<file path="src/rtl/irq_controller_pkg.sv">
`default_nettype none
// +------------------------------------------------------------------------+
// | Module      : irq_controller_pkg                                       |
// | Description : Shared types and constants for the interrupt controller: |
// |               FSM state encoding, vector id width, default sizing.     |
// | Ports       : none (package)                                           |
// | Revision    : 1.0  initial release                                     |
// +------------------------------------------------------------------------+
package irq_controller_pkg;

  // vec_id is always presented as 3 bits, zero-extended from the winner index.
  localparam int unsigned C_VEC_W               = 3;
  localparam int unsigned C_N_SRC_DEFAULT       = 4;
  localparam int unsigned C_SYNC_STAGES_DEFAULT = 2;

  // Encoding 2'd3 is unused; the FSM decodes it exactly like ST_IDLE.
  typedef enum logic [1:0] {
    ST_IDLE    = 2'd0,
    ST_ASSERT  = 2'd1,
    ST_SERVICE = 2'd2
  } irq_state_e;

endpackage
`default_nettype wire

</file>
<file path="src/rtl/irq_controller_if.sv">
`default_nettype none
// +------------------------------------------------------------------------+
// | Module      : irq_controller_if                                        |
// | Description : Bundle between peripherals/core and the interrupt        |
// |               controller.                                              |
// | Ports       : irq_src, mask_we, mask_wdata, cpu_int_ack, cpu_rti       |
// |               (towards controller); cpu_int, vec_id, pending, busy     |
// |               (from controller).                                       |
// |               master = peripherals/core side, slave = controller side. |
// | Revision    : 1.0  initial release                                     |
// +------------------------------------------------------------------------+
interface irq_controller_if #(
  parameter int N_SRC = 4
);
  import irq_controller_pkg::*;

  logic [N_SRC-1:0]   irq_src;
  logic               mask_we;
  logic [N_SRC-1:0]   mask_wdata;
  logic               cpu_int_ack;
  logic               cpu_rti;
  logic               cpu_int;
  logic [C_VEC_W-1:0] vec_id;
  logic [N_SRC-1:0]   pending;
  logic               busy;

  modport master (
    output irq_src, mask_we, mask_wdata, cpu_int_ack, cpu_rti,
    input  cpu_int, vec_id, pending, busy
  );

  modport slave (
    input  irq_src, mask_we, mask_wdata, cpu_int_ack, cpu_rti,
    output cpu_int, vec_id, pending, busy
  );

endinterface
`default_nettype wire

</file>
<file path="src/rtl/irq_controller_sync_edge.sv">
`default_nettype none
// +------------------------------------------------------------------------+
// | Module      : irq_controller_sync_edge                                 |
// | Description : Synchronises one asynchronous IRQ line through           |
// |               SYNC_STAGES flops and emits a one-cycle pulse on each    |
// |               synchronised rising edge.                                |
// | Ports       : clk, rst_n (async, active-low), i_async (raw line),      |
// |               o_edge (1-cycle rising-edge pulse)                       |
// | Revision    : 1.0  initial release                                     |
// +------------------------------------------------------------------------+
module irq_controller_sync_edge #(
  parameter int SYNC_STAGES = 2
) (
  input  logic clk,
  input  logic rst_n,
  input  logic i_async,
  output logic o_edge
);

  logic [SYNC_STAGES-1:0] r_sync;
  logic                   r_prev;

  always_ff @(posedge clk or negedge rst_n) begin
    if (!rst_n) begin
      r_sync <= '0;
      r_prev <= 1'b0;
    end else begin
      r_sync <= {r_sync[SYNC_STAGES-2:0], i_async};
      r_prev <= r_sync[SYNC_STAGES-1];
    end
  end

  // Pulse is combinational off the last stage so the pending latch can
  // capture it on the very next edge.
  assign o_edge = r_sync[SYNC_STAGES-1] & ~r_prev;

endmodule
`default_nettype wire

</file>
<file path="src/rtl/irq_controller.sv">
`default_nettype none
// +------------------------------------------------------------------------+
// | Module      : irq_controller                                           |
// | Description : Gathers peripheral IRQ lines, latches rising edges into  |
// |               a sticky pending register, masks and prioritises them    |
// |               (lowest index wins) and holds a single int request to    |
// |               the core until ISR entry is acknowledged. No further     |
// |               request is raised until the core retires RTI.            |
// | Ports       : clk, rst_n (async, active-low),                          |
// |               bus (irq_controller_if.slave): irq_src, mask_we,         |
// |               mask_wdata, cpu_int_ack, cpu_rti in; cpu_int, vec_id,    |
// |               pending, busy out.                                       |
// | Revision    : 1.0  initial release                                     |
// +------------------------------------------------------------------------+
module irq_controller
  import irq_controller_pkg::*;
#(
  parameter int N_SRC       = C_N_SRC_DEFAULT,
  parameter int SYNC_STAGES = C_SYNC_STAGES_DEFAULT
) (
  input  logic                 clk,
  input  logic                 rst_n,
  irq_controller_if.slave      bus
);

  logic [N_SRC-1:0]   w_edge;
  logic [N_SRC-1:0]   w_eligible;
  logic [N_SRC-1:0]   w_clr;
  logic [N_SRC-1:0]   r_pending;
  logic [N_SRC-1:0]   r_mask;
  logic [C_VEC_W-1:0] r_vec_id;
  logic [C_VEC_W-1:0] w_vec_nxt;
  logic               w_ack_take;
  irq_state_e         r_state;
  irq_state_e         w_state_nxt;

  // Fixed priority: lowest set index wins.
  function automatic logic [C_VEC_W-1:0] f_winner(input logic [N_SRC-1:0] req);
    f_winner = '0;
    for (int i = N_SRC - 1; i >= 0; i--) begin
      if (req[i]) f_winner = C_VEC_W'(i);
    end
  endfunction

  // ---------------------------------------------------------------- inputs
  generate
    for (genvar g = 0; g < N_SRC; g++) begin : g_src
      irq_controller_sync_edge #(
        .SYNC_STAGES (SYNC_STAGES)
      ) u_sync_edge (
        .clk     (clk),
        .rst_n   (rst_n),
        .i_async (bus.irq_src[g]),
        .o_edge  (w_edge[g])
      );
    end
  endgenerate

  // ------------------------------------------------------- mask / pending
  always_ff @(posedge clk or negedge rst_n) begin
    if (!rst_n) begin
      r_mask <= '1;
    end else if (bus.mask_we) begin
      r_mask <= bus.mask_wdata;
    end
  end

  // Only the serviced source is cleared, and only on an accepted ack.
  assign w_clr = w_ack_take ? (N_SRC'(1) << r_vec_id) : '0;

  // Set wins over clear: an edge arriving with the ack re-pends the source.
  always_ff @(posedge clk or negedge rst_n) begin
    if (!rst_n) begin
      r_pending <= '0;
    end else begin
      r_pending <= (r_pending & ~w_clr) | w_edge;
    end
  end

  // Masked sources still latch; they are only kept out of arbitration.
  assign w_eligible = r_pending & r_mask;

  // ------------------------------------------------------------------- FSM
  always_ff @(posedge clk or negedge rst_n) begin
    if (!rst_n) begin
      r_state  <= ST_IDLE;
      r_vec_id <= '0;
    end else begin
      r_state  <= w_state_nxt;
      r_vec_id <= w_vec_nxt;
    end
  end

  always_comb begin
    w_state_nxt = r_state;
    w_vec_nxt   = r_vec_id;
    w_ack_take  = 1'b0;
    case (r_state)
      ST_ASSERT: begin
        // Selection is frozen here; rti is ignored even alongside an ack.
        if (bus.cpu_int_ack) begin
          w_ack_take  = 1'b1;
          w_state_nxt = ST_SERVICE;
        end
      end
      ST_SERVICE: begin
        if (bus.cpu_rti) begin
          w_state_nxt = ST_IDLE;
        end
      end
      default: begin
        // ST_IDLE and the unused encoding behave identically.
        w_state_nxt = ST_IDLE;
        if (|w_eligible) begin
          w_state_nxt = ST_ASSERT;
          w_vec_nxt   = f_winner(w_eligible);
        end
      end
    endcase
  end

  // --------------------------------------------------------------- outputs
  assign bus.cpu_int = (r_state == ST_ASSERT);
  assign bus.busy    = (r_state == ST_ASSERT) || (r_state == ST_SERVICE);
  assign bus.vec_id  = r_vec_id;
  assign bus.pending = r_pending;

endmodule
`default_nettype wire

</file>
<file path="src/flat_wrapper.sv">
// flat-port wrapper written by rule: the top's interface ports become plain ports
module irq_controller_flat import irq_controller_pkg::*;
#(
  parameter int N_SRC       = C_N_SRC_DEFAULT,
  parameter int SYNC_STAGES = C_SYNC_STAGES_DEFAULT
)
  (clk, rst_n, bus_irq_src, bus_mask_we, bus_mask_wdata, bus_cpu_int_ack, bus_cpu_rti, bus_cpu_int, bus_vec_id, bus_pending, bus_busy);
  irq_controller_if #(.N_SRC(N_SRC)) bus_i ();
  input  logic clk;
  input  logic rst_n;
  input wire logic [$bits(bus_i.irq_src)-1:0] bus_irq_src;
  input wire logic [$bits(bus_i.mask_we)-1:0] bus_mask_we;
  input wire logic [$bits(bus_i.mask_wdata)-1:0] bus_mask_wdata;
  input wire logic [$bits(bus_i.cpu_int_ack)-1:0] bus_cpu_int_ack;
  input wire logic [$bits(bus_i.cpu_rti)-1:0] bus_cpu_rti;
  output wire logic [$bits(bus_i.cpu_int)-1:0] bus_cpu_int;
  output wire logic [$bits(bus_i.vec_id)-1:0] bus_vec_id;
  output wire logic [$bits(bus_i.pending)-1:0] bus_pending;
  output wire logic [$bits(bus_i.busy)-1:0] bus_busy;
  assign bus_i.irq_src = bus_irq_src;
  assign bus_i.mask_we = bus_mask_we;
  assign bus_i.mask_wdata = bus_mask_wdata;
  assign bus_i.cpu_int_ack = bus_cpu_int_ack;
  assign bus_i.cpu_rti = bus_cpu_rti;
  assign bus_cpu_int = bus_i.cpu_int;
  assign bus_vec_id = bus_i.vec_id;
  assign bus_pending = bus_i.pending;
  assign bus_busy = bus_i.busy;
  irq_controller #(.N_SRC(N_SRC), .SYNC_STAGES(SYNC_STAGES)) u_core (.clk(clk), .rst_n(rst_n), .bus(bus_i));
endmodule
</file>
<file path="config.mk">
export PLATFORM = sky130hd
export DESIGN_NAME = irq_controller_flat
export DESIGN_NICKNAME = d
export VERILOG_FILES = /design/src/rtl/irq_controller_pkg.sv /design/src/rtl/irq_controller_if.sv /design/src/rtl/irq_controller_sync_edge.sv /design/src/rtl/irq_controller.sv /design/src/flat_wrapper.sv
export SDC_FILE = /design/constraint.sdc
export NUM_CORES = 1
export LEC_CHECK = 0
export ABC_AREA = 1
export CORE_MARGIN = 3
export CORE_UTILIZATION = 47
export DETAILED_ROUTE_END_ITERATION = 6
export GPL_ROUTABILITY_DRIVEN = 0
export PLACE_DENSITY = 0.82
export RECOVER_POWER = 100
export SYNTH_ARGS = -nofsm -noshare
export SYNTH_HDL_FRONTEND = slang
export SYNTH_SLANG_ARGS = --single-unit
export TNS_END_PERCENT = 30
</file>
<file path="constraint.sdc">
create_clock -name clk -period 1.4 [get_ports clk]
set_input_delay 0.35 -clock clk [delete_from_list [all_inputs] [get_ports clk]]
set_output_delay 0.35 -clock clk [all_outputs]
set_load 0.01 [all_outputs]
</file>
# After elaboration in Yosys (flattened, before gate mapping)

Cells that the tools add are included.
Widths: inputs -> output; s select.

Register bits: 25
Latch bits: 0
Bits in writable memories: 0
Bits in read-only memories: 0
Input port bits: 13
Output and inout port bits: 9
Word-level logic and storage cells: 46
Memories kept: 0

Add/sub/neg operators: 0
$mul: 0
Div/mod/pow operators: 0
Order comparisons: 0
Equal/unequal tests: 4
Shift-type cells: 1
Muxes and demuxes: 11
Bitwise gates (word level): 13
Reductions and logical operators: 5

Operator list:

| kind                | number |
|---|---|
| $mux 2              | 6 |
| $and 4x4->4         | 2 |
| $not 1->1           | 5 |
| $and 1x1->1         | 4 |
| $mux 4              | 1 |
| $ne 2x2->1 const B  | 2 |
| $not 4->4           | 1 |
| $or 4x4->4          | 1 |
| $pmux 2 s2          | 1 |
| $reduce_and 2->1    | 2 |
| $reduce_or 4->1     | 1 |
| $shl 1x3->4 const A | 1 |
| $mux 1              | 3 |
| $eq 2x1->1 const B  | 1 |
| $eq 2x2->1 const B  | 1 |
| $reduce_or 2->1     | 1 |
| $logic_or 1x1->1    | 1 |

# Depth between registers and ports, before layout

Gate-level depths: netlist of run 1.

Word-level depth: 6
Mapped depth: 7

# Cells and area by module

A second synthesis of run 1 with hierarchy kept.

Cell total of the unflattened synthesis: 86
Area total of the unflattened synthesis: 945.9 um^2

By module, submodules not included:

| module                   | instances | cells each | area an instance (um^2) | sequential area each (um^2) |
|---|---|---|---|---|
| irq_controller           | 1         | 66         | 605.6                   | 305.3 |
| irq_controller_sync_edge | 4         | 5          | 85.1                    | 75.1 |

# Worst setup path after synthesis of run 1

OpenSTA, ideal clock, no wires.

Kind: register -> output
Start point: reg u_core.r_state[0]
End point: out bus_busy
Arrival time: 0.828 ns
Required time: 1.050 ns
Setup slack: 0.222 ns
Cell stages (with the launch flop): 4
Buffers on the path: 0
Cell sequence: dfrtp_1 > inv_1 > ha_1 > inv_1

Word-level cells in the longest chain between the ends: 2
Elaborated cells between the ends (all ways): 3

RTL lines:

| item                                     | RTL line              | source |
|---|---|---|
| start: declaration                       | irq_controller.sv:34  | `irq_state_e r_state;` |
| start signal: assignment                 | irq_controller.sv:89  | `r_state <= w_state_nxt;` |
| $eq 2x1->1 or $eq 2x2->1 (tied branches) | irq_controller.sv:124 | `assign bus.busy = (r_state == ST_ASSERT) \|\| (r_state == ST_SERVICE);` |
| $logic_or 1x1->1 (*)                     | irq_controller.sv:124 |  |
| end: declaration                         | flat_wrapper.sv:19    | `output wire logic [$bits(bus_i.busy)-1:0] bus_busy;` |

Every way passes the cells marked *; elsewhere a longest branch is shown, timed or not.

# Worst setup path after layout of run 1

Start point: reg u_core.r_state[0]
End point: out bus_cpu_int

Word-level cells in the longest chain between the ends: 1

RTL lines:

| item             | RTL line              | source |
|---|---|---|
| $eq 2x1->1       | irq_controller.sv:123 | `assign bus.cpu_int = (r_state == ST_ASSERT);` |
| end: declaration | flat_wrapper.sv:16    | `output wire logic [$bits(bus_i.cpu_int)-1:0] bus_cpu_int;` |

No other way between the ends.

==> results summary, run 1 <==
The floorplan has 15 rows. In this run the most critical hold path is launched from u_core.g_src[3].u_sync_edge.r_sync[0]$_DFF_PN0_. Yosys printed 0 warnings.

sky130_fd_sc_hd__dfrtp_1 takes more of the synthesized area than any other cell. The number of fillers in the final layout came out at 135. Setup repair after global routing could not meet its margin everywhere. The number of cells on the worst hold path is 0.

In the synthesized netlist, the cells that appear most often are sky130_fd_sc_hd__dfrtp_1 (20), sky130_fd_sc_hd__nand2_1 (20), sky130_fd_sc_hd__inv_1 (14), sky130_fd_sc_hd__o21ai_1 (5). In this run, the number of DRC markers left after iteration 0 of detailed routing was 3. The clock reaches the later pin of the worst-skew pair after 0.31 ns. The standby leakage power came out at between 0.6 and 0.7 nW. The clock input transition at the sequential cells of the worst setup and hold paths is between 0.1 and 0.15 ns. The number of search-and-repair iterations in the first detailed-routing pass is 4.

The most numerous cell on the critical path is sky130_fd_sc_hd__buf_6. After detailed routing, the average wire length per cell comes to about 12 um. The ratio of final minimum period to clock period came out at 1.124. On the final layout, the worst clock skew is around 0.005 ns. The maximum number of pins on one net before global-route repair came out at 16. Of the cells placed in the final design, the portion with a size suffix greater than 1 is 0.1964. Counting cells, the worst reg-to-reg path comes to 8. The worst path setup slack after routing is -0.1742 ns.

The count of distinct cell types in the synthesized netlist came out at 13. Yosys attributes the largest share of cell area to sky130_fd_sc_hd__dfrtp_1 (55%), sky130_fd_sc_hd__dfstp_2 (12%), sky130_fd_sc_hd__nand2_1 (8.3%). The final net count came out at roughly 130. The total inserted antenna cells came out at 0.

After detailed routing, the number of remaining DRC violations is 0. The maximum root-to-sink buffer count came out at 2. The worst slew slack as a fraction of its limit came out at 0.5033. The stage delay of the slowest cell on the critical path came out at 0.40 ns. The overall die area came out at around 0.0025 mm^2. The worst hold path terminates at u_core.g_src[3].u_sync_edge.r_sync[1]$_DFF_PN0_.

The count of nets left with antenna violations once routing finished came out at 0. After detailed routing, the number of vias per cell comes to around 4.7. From left edge to right edge, the die measures 49.93 um. The total power came out at 2.227 mW. The netlist area before placement came out at 907.1 um^2. The power density over the cells is approximately 1800 mW/mm^2. The number of buffer cells added on primary ports came out at 20. The run finished, with violations left. The post-cts hold buffer count is 0.

The global routing usage summed across all routing layers came out at 0.1605. The die height is between 40 and 50 um. The clock period minus final worst setup slack is roughly 1.6 ns. The global route total overflow came out at 0. Among all flip-flop cells after synthesis, the most frequent one is sky130_fd_sc_hd__dfrtp_1. The part of the Yosys area used for sequential elements came out at 0.6676. The pin slew with the least headroom to its limit came out at about 0.74 ns. The fraction of registers with async set/reset is 1.000. The detailed-route wire length came out at around 1600 um. The total count of max-transition violations in the final report was 0.

The number of flops mapped to enable cells by yosys is 0. The final number of hold-violating endpoints came out at 0. The number of max-capacitance violations reported came out at 0. The setup slack of the worst register-to-register path is 0.06 ns. The initial cell density of the core is 0.5088. The worst IR drop on VDD came out at 881.2 uV. The share of the synthesized area in the top cell type is 0.5517. The count of vias placed by the detailed router came out at approximately 640. The checks that failed: negative setup slack. The total negative setup slack came out at -0.3328 ns. TritonCTS built the clock tree. The startpoint identified for the worst register-to-register timing path is u_core.r_state[1]$_DFFE_PN0P_. STA puts the critical path data arrival time at about 1.2 ns.

The signal on the critical path passes through buf_4 -> buf_6 -> ha_4 -> buf_6. The first-pass GRT wire length came out at slightly below 3000 um. The level count of the clock H-tree came out at 1. TritonCTS created 3 clock buffers. The growth of design area from synthesis to finish is 35.03%. The initial antenna violation count came to 0. The total nets after synthesis came out at a little under 100. The start-to-end type of the worst setup path is reg2out.

The critical register-to-register path endpoint is u_core.bus.pending[1]$_DFF_PN0_. The maximum clock frequency is about 640 MHz. The top-level I/O count came out at 22. Along the worst path, the maximum fanout reaches 2. For this design, the slowest cell found on the critical path is sky130_fd_sc_hd__dfrtp_1.

The cell at the root of the clock tree is sky130_fd_sc_hd__clkbuf_4. The nature of the critical path startpoint is a register. The worst endpoint required time is about 1.1 ns.

The via count of the first global-routing pass came to roughly 650. The total of endpoints with negative setup slack in the final report came out at 2. The worst setup path is captured at an output pin. The average cell area after synthesis came out at ~11 um^2.

The detailed placer's ending HPWL came out at roughly 1300 um. The placeable core region came out at ~0.0018 mm^2. After synthesis the netlist holds a flip-flop and latch count of 24. The clock sink count is 24.

The path class of the tightest hold or removal check is reg2reg. The number of instances in the synthesized netlist came out at 81.
logic make-up (layout without fill, tap and decap cells):
kind of cell,Yosys count,count (layout),share of synthesized area
AO/OA/AOI/OAI,9,9,0.05792
adder cells (fa/ha/maj),3,3,0.04138
other,1,1,0.004134
flip-flops,24,24,0.6676
AND/OR/NAND/NOR,25,25,0.1131
buffers and inverters,15,46,0.06621
multiplexers,4,4,0.04965
worst max path at each step:
stage                                              from          end
final                     u_core.r_state[0]$_DFFE_PN0P_  bus_cpu_int
after global routing      u_core.r_state[0]$_DFFE_PN0P_     bus_busy
after CTS                 u_core.r_state[0]$_DFFE_PN0P_     bus_busy
after detailed placement  u_core.r_state[0]$_DFFE_PN0P_     bus_busy
after global placement    u_core.r_state[1]$_DFFE_PN0P_     bus_busy
after floorplan           u_core.r_state[0]$_DFFE_PN0P_     bus_busy
stage by stage:
step | setup slack, ns | std cells | util | instance area, um^2 | hold WS [ns]
floorplan | 0.2224 | 81 | - | 907.1 | 0.05441
global placement | -0.1835 | 131 | 0.6596 | 1176 | 0.3353
detailed placement | -0.2286 | 131 | 0.6596 | 1176 | 0.3386
CTS | -0.1822 | 136 | 0.6870 | 1225 | 0.3629
global route | -0.2182 | 137 | 0.6870 | 1225 | 0.3725
finish | -0.1742 | 137 | 0.6870 | 1225 | 0.3643
cell type report:
cell class	count	area, um^2	share of cell area
sequential	24	605.6	0.4944
timing repair buffer	28	250.2	0.2043
multi-input combinational	42	249.0	0.2033
inverter	14	52.55	0.04290
clock buffer	4	36.28	0.02962
tap	25	31.28	0.02554
per-layer routing:
| layer | vias to the layer above | wire length, um | global-route usage |
|---|---|---|---|
| met5 | - | 0 | 0 |
| met4 | 0 | 59 | 0.09677 |
| met3 | 6 | 92 | 0.02417 |
| met2 | 22 | 797 | 0.2731 |
| met1 | 305 | 679 | 0.1896 |
| li1 | 309 | - | - |
layout by cell type (no fill, tap or decap):
cell / synthesis / routed
sky130_fd_sc_hd__dfstp_2: 4 / 4
sky130_fd_sc_hd__clkdlybuf4s50_1: 0 / 6
sky130_fd_sc_hd__ha_4: 0 / 1
sky130_fd_sc_hd__conb_1: 1 / 1
sky130_fd_sc_hd__buf_2: 0 / 1
sky130_fd_sc_hd__buf_6: 0 / 2
sky130_fd_sc_hd__inv_1: 14 / 14
sky130_fd_sc_hd__clkdlybuf4s15_1: 0 / 4
sky130_fd_sc_hd__clkbuf_4: 0 / 3
sky130_fd_sc_hd__o21ai_1: 5 / 6
sky130_fd_sc_hd__ha_1: 3 / 2
sky130_fd_sc_hd__mux2_2: 4 / 4
sky130_fd_sc_hd__nand3_1: 3 / 3
sky130_fd_sc_hd__nand2_1: 20 / 22
sky130_fd_sc_hd__clkbuf_8: 0 / 1
sky130_fd_sc_hd__o22ai_2: 1 / 1
sky130_fd_sc_hd__dfrtp_1: 20 / 20
sky130_fd_sc_hd__dlygate4sd3_1: 0 / 6
sky130_fd_sc_hd__buf_4: 1 / 5
sky130_fd_sc_hd__clkbuf_1: 0 / 2
sky130_fd_sc_hd__o21ai_0: 3 / 2
sky130_fd_sc_hd__dlygate4sd2_1: 0 / 2
power by group:
group	switching [mW]	leakage (nW)	total [mW]	internal, mW
clock	0.193	0.0210	0.351	0.159
combinational	0.488	0.313	0.954	0.465
sequential	0.0879	0.269	0.922	0.834
worst max-delay path: cells and delay by family, from the launching register on:
kind	cells	cell delay [ns]
DFF	1	0.40
buffers and inverters	3	0.36
adders and majority gates	1	0.15
sequential cells by signal, indices dropped and copies added (netlist names):
register / flops
u_core.bus.vec_id: 2
u_core.bus.pending: 4
u_core.r_state: 2
u_core.g_src.u_sync_edge.r_prev: 4
u_core.r_mask: 4
u_core.g_src.u_sync_edge.r_sync: 8
repair_timing:
action                                 CTS  global route
buffers inserted                         1             1
endpoints found under the hold margin    0             0
resized for setup                       18             5
cloned                                   0             0
pin swaps                                2             1
setup endpoints to repair                8            10
Note: power is estimated with default switching activity, not from simulation.
==> inputs of run 2 (changes only) <==
--- a/config.mk
+++ b/config.mk
@@ -12,6 +12,7 @@
 export GPL_ROUTABILITY_DRIVEN = 0
 export PLACE_DENSITY = 0.82
 export RECOVER_POWER = 100
+export SETUP_SLACK_MARGIN = 0.3
 export SYNTH_ARGS = -nofsm -noshare
 export SYNTH_HDL_FRONTEND = slang
 export SYNTH_SLANG_ARGS = --single-unit
==> results summary, run 2 (synthesis results as in run 1) <==
The relative contribution of combinational cells to total power is 0.454. The most numerous cell on the critical path is sky130_fd_sc_hd__buf_6. STA classifies the critical path startpoint as a register. The largest fanout of any net on the critical path came out at 2. The checks that failed: negative setup slack. The maximum number of pins on one net before global-route repair came out at 25. Setup repair after global routing could not meet its margin everywhere. After detailed routing, the average wire length per cell comes to ~12 um. For the worst-skew pair, the clock arrives at the later sink with an insertion delay of about 0.29 ns. The first detailed-routing pass ran for 3 iterations. The total count of max-transition violations in the final report came out at 0.

The count of cells in the finished layout, fillers not included, comes to 142. The power density over the cells is 1991 mW/mm^2. The total power came out at 2.541 mW. The floorplan step set the die width to about 50 um. In this run the worst hold path is classified as reg2reg.

The stage delay of the slowest cell on the critical path is just over 0.4 ns. The final number of hold-violating endpoints is 0. The worst IR drop on VDD came out at ~1100 uV. The share of total power dissipated in sequential elements is 0.358. The maximum clock frequency came out at around 640 MHz. The ratio of final minimum period to clock period is 1.123. The overall die area is roughly 0.0025 mm^2. The via count of the first global-routing pass came out at around 700. The cell sitting at the root of the clock tree is a sky130_fd_sc_hd__clkbuf_4. The initial antenna violation count came to 0.

The number of flip-flops under the largest register name is 8. The standby leakage power is around 0.62 nW. In this run the remaining antenna-violating nets after routing total 0. The switching part of the total power came out at 0.3427. The detailed-route wire length is approximately 1700 um. The global routing usage summed across all routing layers came out at 0.1639.

The level count of the clock H-tree came out at 1. The total inserted antenna cells is 0. Counting tap cells, the placed design contains a total of 132 instances.

The die height is between 40 and 50 um. The signal on the critical path passes through buf_6 -> ha_4 -> inv_2 -> buf_6. The number of buffers created by CTS came out at 3. The arrival time at the worst endpoint came out at ~1.2 ns. The minimum hold slack is between 0.3 and 0.4 ns.

In this run the deepest clock path goes through 2 buffers. The initial utilization of the core area, before any placement, comes to 0.5088. The first-pass GRT wire length is 3105 um.

Of the total power, the clock network draws 0.188. The top cell types in the final layout, fill and taps aside, are sky130_fd_sc_hd__dfrtp_1 (20), sky130_fd_sc_hd__nand2_1 (18), sky130_fd_sc_hd__inv_1 (12). The worst slew slack as a fraction of its limit is 0.6361. Detailed routing inserted a total of about 670 vias. The top-level I/O count came out at 22. The clock input transition at the sequential cells of the worst setup and hold paths came out at 0.12 ns.

The worst setup path is of the reg2out kind. Setup violations remaining at the end of the flow were counted as 2. In the routed design, unresolved DRC markers number 0. The clock period minus final worst setup slack is ~1.6 ns. Among all stages on the critical path, the largest delay is contributed by sky130_fd_sc_hd__dfrtp_1. The global route total overflow is 0. Counting flops per register, the top entry is u_core.g_src.u_sync_edge.r_sync.

The flow ran to the end, but the final reports show violations. The detail-routed via count per cell is between 4 and 5. Across the run, the number of max-cap violations was 0. The placeable core region came out at about 0.0018 mm^2. The detailed placer's ending HPWL is roughly 1300 um. The growth of design area from synthesis to finish came out at 40.69%. The internal cell power is between 1.5 and 2 mW. The post-detailed-placement cell area came out at around 0.0012 mm^2. Port buffering added 20 buffers. The design area is 0.001276 mm^2. The clock arrives with around 0.00070 ns of skew. The net switching component of the power came out at ~870 uW. The iteration-0 DRC count of the detailed router is 12.

In the final layout, the share of cells above drive strength 1 is 0.2991. The worst endpoint required time came out at around 1.1 ns. The library cell used most frequently in the layout, excluding fill and tap cells, is sky130_fd_sc_hd__dfrtp_1. At the pin with the least slew margin, the transition time is about 0.55 ns. The number of rows created at floorplan is 15. For this design, the sink count on the clock tree is 24.

The final net count is 134. STA classifies the critical path endpoint as an output pin. Once routing completed, OpenROAD measured the worst setup slack at -0.1724 ns.

The TritonCTS clock tree is yes.
==> run 2: changes by cell type in the layout (fill, tap and decap cells not counted), moves of 2 or more <==
cell / before / now
sky130_fd_sc_hd__clkdlybuf4s15_1: 4 / 0
sky130_fd_sc_hd__clkbuf_1: 2 / 7
sky130_fd_sc_hd__nand2_1: 22 / 18
sky130_fd_sc_hd__nand2_4: 0 / 2
sky130_fd_sc_hd__inv_2: 0 / 2
sky130_fd_sc_hd__nand2_2: 0 / 2
sky130_fd_sc_hd__buf_4: 5 / 10
sky130_fd_sc_hd__inv_1: 14 / 12
sky130_fd_sc_hd__dlygate4sd2_1: 2 / 0
==> run 2: layout make-up <==
cell class,count,area [um^2]
fillers,127,506.7
inverters,14,52.55
multi-input cells,42,280.3
repair buffers,33,254.0
well taps,25,31.28
flip-flops and latches,24,605.6
clock buffers,3,22.52
clock inverters,1,30.03
==> run 2: timing repair <==
action                                  in CTS  in global routing
pin swaps                                    0                  0
hold buffers                                 0                  0
setup buffers                                6                  0
endpoints found under the setup margin      16                 16
resized for setup                           38                  4
==> run 2: per-stage QoR <==
step	utilization	setup slack, ns	setup TNS (ns)
2_1_floorplan	-	0.2630	0
3_3_place_gp	0.6849	-0.1547	-0.2679
3_5_place_dp	0.6849	-0.1724	-0.3162
4_1_cts	0.7333	-0.1803	-0.2711
5_1_grt	0.7158	-0.2356	-0.7231
6_report	0.7158	-0.1724	-0.2541
==> run 2: metal layers <==
layer  up-vias  GRT usage  wire, um
li1        322          -         -
met1       324     0.1860       708
met2        18     0.3106       931
met3         4    0.02719        57
met4         0    0.04608        40
met5         -          0         0
==> run 2: worst paths after layout <==
kind | from | to | slack [ns] | depth (start not counted)
worst max-delay path | u_core.r_state[1]$_DFFE_PN0P_ | bus_busy | -0.17 | 4
worst min-delay path | u_core.g_src[3].u_sync_edge.r_sync[0]$_DFF_PN0_ | u_core.g_src[3].u_sync_edge.r_sync[1]$_DFF_PN0_ | 0.37 | 0
worst max register to register | u_core.r_state[1]$_DFFE_PN0P_ | u_core.r_state[1]$_DFFE_PN0P_ | 0.01 | 8
worst min register to register | u_core.g_src[3].u_sync_edge.r_sync[0]$_DFF_PN0_ | u_core.g_src[3].u_sync_edge.r_sync[1]$_DFF_PN0_ | 0.37 | 0
max in group asynchronous | rst_n | u_core.r_mask[1]$_DFFE_PN1P_ | 0.49 | 2
min in group asynchronous | rst_n | u_core.g_src[1].u_sync_edge.r_sync[1]$_DFF_PN0_ | 0.55 | 2
==> run 2: power by group through the flow <==
stage,clock network (mW),logic [mW],registers [mW]
global placement,0,0.994,0.937
global route,0.523,1.28,0.930
CTS,0.491,1.17,0.910
finish,0.477,1.15,0.910
floorplan,0,0.492,0.980
detailed placement,0,1.03,0.948
==> run 2: worst max-delay path: cells and delay by family, from the launching register on <==
family                     cells  cell delay (ns)
DFF                            1             0.41
adders and majority gates      1             0.26
buffers and inverters          3             0.26
